===== src/rtl/ov7670_config_sequencer.sv =====
// OV7670 configuration sequencer: walks a register/value ROM and issues SCCB writes,
// with NACK retries, delay entries and an end marker.
//
// state     | meaning
// ----------+--------------------------------------------------------
// IDLE      | waiting for start after reset
// FETCH     | rom_en high for one cycle, ROM registers the word
// DECODE    | classify word: end marker, delay marker or register write
// SEND      | sccb_valid high until the master accepts
// WAIT_DONE | waiting for the master to report completion / NACK
// DELAY     | counting down DELAY_CYCLES
// DONE      | run finished, done held until the next start
module ov7670_config_sequencer #(
    parameter int DELAY_CYCLES = 1_000_000,
    parameter int MAX_RETRY    = 3
) (
    input  logic        clk,
    input  logic        rst,
    input  logic        start,
    output logic [7:0]  rom_addr,
    output logic        rom_en,
    input  logic [15:0] rom_dout,
    output logic        sccb_valid,
    output logic [7:0]  sccb_reg,
    output logic [7:0]  sccb_data,
    input  logic        sccb_ready,
    input  logic        sccb_done,
    input  logic        sccb_nack,
    output logic        busy,
    output logic        done,
    output logic        err
);

    localparam int DW = (DELAY_CYCLES > 1) ? $clog2(DELAY_CYCLES) : 1;
    localparam int RW = (MAX_RETRY > 0) ? $clog2(MAX_RETRY + 1) : 1;
    localparam logic [DW-1:0] DELAY_LOAD = DW'(DELAY_CYCLES - 1);
    localparam logic [RW-1:0] RETRY_MAX  = RW'(MAX_RETRY);

    localparam logic [15:0] WORD_END   = 16'hFFFF;
    localparam logic [15:0] WORD_DELAY = 16'hFFF0;

    localparam logic [2:0] S_IDLE      = 3'd0;
    localparam logic [2:0] S_FETCH     = 3'd1;
    localparam logic [2:0] S_DECODE    = 3'd2;
    localparam logic [2:0] S_SEND      = 3'd3;
    localparam logic [2:0] S_WAIT_DONE = 3'd4;
    localparam logic [2:0] S_DELAY     = 3'd5;
    localparam logic [2:0] S_DONE      = 3'd6;

    logic [2:0]    state;
    logic [RW-1:0] retry_cnt;
    logic [DW-1:0] delay_cnt;
    logic          advance;

    always_comb begin
        rom_en  = (state == S_FETCH);
        busy    = (state != S_IDLE) && (state != S_DONE);
        advance = 1'b0;
        if (state == S_WAIT_DONE && sccb_done && (!sccb_nack || retry_cnt == RETRY_MAX))
            advance = 1'b1;
        if (state == S_DELAY && delay_cnt == '0)
            advance = 1'b1;
    end

    always_ff @(posedge clk) begin
        if (rst) begin
            state      <= S_IDLE;
            rom_addr   <= '0;
            sccb_valid <= 1'b0;
            sccb_reg   <= '0;
            sccb_data  <= '0;
            done       <= 1'b0;
            err        <= 1'b0;
            retry_cnt  <= '0;
            delay_cnt  <= '0;
        end else begin
            case (state)
                S_IDLE, S_DONE: begin
                    if (start) begin
                        rom_addr  <= '0;
                        err       <= 1'b0;
                        done      <= 1'b0;
                        retry_cnt <= '0;
                        state     <= S_FETCH;
                    end
                end
                S_FETCH: state <= S_DECODE;
                S_DECODE: begin
                    if (rom_dout == WORD_END) begin
                        done  <= 1'b1;
                        state <= S_DONE;
                    end else if (rom_dout == WORD_DELAY) begin
                        delay_cnt <= DELAY_LOAD;
                        state     <= S_DELAY;
                    end else begin
                        sccb_reg   <= rom_dout[15:8];
                        sccb_data  <= rom_dout[7:0];
                        sccb_valid <= 1'b1;
                        state      <= S_SEND;
                    end
                end
                S_SEND: begin
                    if (sccb_ready) begin
                        sccb_valid <= 1'b0;
                        state      <= S_WAIT_DONE;
                    end
                end
                S_WAIT_DONE: begin
                    if (sccb_done) begin
                        if (!sccb_nack) begin
                            retry_cnt <= '0;
                        end else if (retry_cnt < RETRY_MAX) begin
                            // same reg/val are still latched, just re-raise valid
                            retry_cnt  <= retry_cnt + RW'(1);
                            sccb_valid <= 1'b1;
                            state      <= S_SEND;
                        end else begin
                            err       <= 1'b1;
                            retry_cnt <= '0;
                        end
                    end
                end
                S_DELAY: begin
                    if (delay_cnt != '0)
                        delay_cnt <= delay_cnt - DW'(1);
                end
                default: state <= S_IDLE;
            endcase

            // last ROM address terminates the run instead of wrapping
            if (advance) begin
                if (rom_addr == 8'hFF) begin
                    done  <= 1'b1;
                    state <= S_DONE;
                end else begin
                    rom_addr <= rom_addr + 8'd1;
                    state    <= S_FETCH;
                end
            end
        end
    end

endmodule


===== config.mk =====
export PLATFORM = sky130hd
export DESIGN_NAME = ov7670_config_sequencer
export DESIGN_NICKNAME = d
export VERILOG_FILES = /design/src/rtl/ov7670_config_sequencer.sv
export SDC_FILE = /design/constraint.sdc
export NUM_CORES = 1
export LEC_CHECK = 0
export ABC_AREA = 0
export CORE_AREA = 8 8 81 83
export DETAILED_ROUTE_END_ITERATION = 6
export DIE_AREA = 0 0 89 91
export PLACE_DENSITY = 0.78
export RECOVER_POWER = 100
export SYNTH_ARGS = -nofsm -noshare
export SYNTH_HDL_FRONTEND = slang
export SYNTH_SLANG_ARGS = --single-unit

===== constraint.sdc =====
create_clock -name clk -period 2.8 [get_ports clk]
set_input_delay 0.7 -clock clk [delete_from_list [all_inputs] [get_ports clk]]
set_output_delay 0.7 -clock clk [all_outputs]
set_load 0.05 [all_outputs]

==> run summary <==
status: completed
crit start category: input port
Final Max Tran Viols: 0
Reg with most FFs: delay_cnt
#FFs+latches synth: 52
Clock Sinks: 52
share of layout cells above drive strength 1: 10.5%
maximum single-stage delay on the critical path: 490 ps
cell family with the largest share of critical-path delay: simple AND/OR/NAND/NOR gates
wl on met1: 2820 um
hold violation total from the final report: 0
Slew @ Worst Pin: 988 ps
sum of negative setup slack: 0 ps
# setup viols final: 0
CTS resizes: 0
final net count: 378
RSZ-0062 raised after global routing: no
predominant post-synthesis flop cell: dfxtp_1
max_cap viols: 0
area share of the largest cell type after synthesis: 41.1%
P_int: 0.00195 W
TritonCTS clock tree: yes
Static Leak: 1.30 nW
Horiz. Die Dim: 89 um
Power Density: 979 mW/mm^2
Vias: 2,374
VDD IR max: 0.519 mV
Netlist cell types: 51
CP max FO: 11
Crit Path Category: in2reg
grt ovf: 0
first-pass GRT wire length: 10,300 um
crit-path cells: clkdlybuf4s50_1 > nand4_1 > nor3_1 > a21o_1 > nand4b_1 > buf_4 > or4_1 > a21oi_1
sequential fraction of the synthesis area: 41.1%
CORE AREA: 0.00534 sq mm
YS warnings: 0
most frequent cells in the layout: 52 x dfxtp_1, 30 x dlygate4sd3_1, 24 x nor2_1
Non-Filler Instances: 424
htree depth: 2
Initial Util: 47.5%
Port Buffers: 50
Met3 Wirelength: 174 um
Overall Global Routing Usage: 15.5%
Slowest cell on crit path: clkdlybuf4s50_1
period utilization: 94.2%
number of DRC violations after detailed-routing iteration 0: 130
GPL Wtd Cong: 0.833
met2 wire len: 3040 um
Net Count, Synth: 314
pre-CTS WS: -143 ps
residual DRC count: 0
max_slew headroom: 34.0%
cell taking the most area after synthesis: dfxtp_1
antenna diode count: 0
first-pass iteration count of the detailed router: 4
Worst EP required: 3030 ps
Top Metal Used: met4
clock latency at the later pin of the worst-skew pair: 300 ps
die height: 91 um
switching power: 0.00131 W
placed insts: 417
Combinational Power Share: 48.7%
f_max: 379 MHz
CTS buffer count: 5
Ports: 51
skew final: 9.40 ps
largest net degree at the start of global routing: 21
Post-synth EDFFs: 0
sw frac: 40.2%
vias per cell: 5.60
initial antenna violation count: 0
Cells after Synth: 288
post-route setup slack: 161 ps
Buf/Inv on CP: 2
setup bufs post-CTS: 0
# fillers: 488
vias in the first global route: 2,260
root buffer cell: clkbuf_8
max FFs per register: 20
DIE AREA: 0.00810 sq mm
Final HPWL DP: 4650 um
Antenna Nets Post-Route: 0
most common cell after layout, fill and taps aside: dfxtp_1
post-layout min period: 2640 ps
final WL: 6120 um
Post-CTS Hold Fix Bufs: 0
row cnt: 27
critical path capture point type: flip-flop
area growth from synthesis to layout: 31.1%
CP arrival: 2870 ps
ys async rst share: 0%
Mapped Avg Cell Area: 8.80 sq um
CTS clk-pin slew, worst paths: 90 ps
Synth area leaders: dfxtp_1 41%, mux2i_1 6.7%, a21oi_1 4.1%
Hold Crit Class: reg2reg
Flop pwr share: 33.1%
worst-case clock buffer depth: 2
Mapped Area: 0.00253 sq mm
Routed wire per std cell: 14.4 um
clock share of power: 18.2%
## cells by family after synthesis
| logic type | synth area share [%] |
|---|---|
| muxes | 6.71 |
| xor gates and xnor gates | 1.38 |
| and+or+nand+nor | 28.5 |
| DFF | 41.1 |
| buffers and inverters | 3.36 |
| AOI/OAI and AO/OA | 17.0 |
| adders and majority gates | 1.97 |
## synth_stat cells, types with 5 or more instances
cell and number:
nand2b_1 7, a21oi_1 21, o21ai_0 16, dfxtp_1 52
nand2_1 10, nand3_1 14, inv_1 7, nand4_1 6
or3_1 11, and3_1 5, or3_2 5, a31oi_1 10
nor3_1 7, nor2_1 25, clkbuf_1 6, nor4_1 5
mux2i_1 17
## power groups by stage
stage	clock network, W	registers (W)	logic [W]
detailed placement	0	0.00109	0.00162
global route	0.000631	0.00111	0.00175
floorplan	0	0.00117	0.00110
global placement	0	0.00108	0.00159
finish	0.000591	0.00108	0.00159
CTS	0.000606	0.00108	0.00163
## stage by stage
| stage | power [W] | hold WS, ps | util [%] | instance area (sq um) |
|---|---|---|---|---|
| after detailed placement | 0.00271 | 467 | 60.3 | 3220 |
| after CTS | 0.00331 | 481 | 62.7 | 3350 |
| final | 0.00325 | 483 | 62.3 | 3320 |
| after global placement | 0.00268 | 462 | 60.3 | 3220 |
| after floorplan | 0.00227 | 452 | - | 2530 |
| after global routing | 0.00349 | 523 | 62.3 | 3320 |
## area by class of cell
class	instances	area [sq um]	area share, %
flip-flops and latches	52	1040	31.3
multi-input cells	216	1410	42.5
inverters	7	26.3	0.791
clock inverters	2	60.1	1.81
well taps	72	90.1	2.71
clock buffers	5	68.8	2.07
repair buffers	70	626	18.8
## worst paths after layout
| kind | start | end | slack [ps] | cells past startpoint |
|---|---|---|---|---|
| max | rom_dout[7] | delay_cnt[12] | 160 | 8 |
| min | retry_cnt[1] | retry_cnt[1] | 480 | 2 |
| max reg2reg | delay_cnt[4] | rom_addr[3] | 480 | 7 |
| min reg2reg | retry_cnt[1] | retry_cnt[1] | 480 | 2 |
## layer usage
| metal | vias up | GRT usage [%] |
|---|---|---|
| met5 | - | 0 |
| met4 | 0 | 4.85 |
| met3 | 8 | 2.70 |
| met2 | 40 | 25.7 |
| met1 | 1128 | 19.7 |
| li1 | 1198 | - |
## worst min-delay path, delay by kind of cell, from the launching register on
family / cells / cell delay, ps
AO/OA/AOI/OAI: 1 / 60
AND/OR/NAND/NOR: 1 / 60
flip-flops: 1 / 320
(Power assumes the default switching activity.)
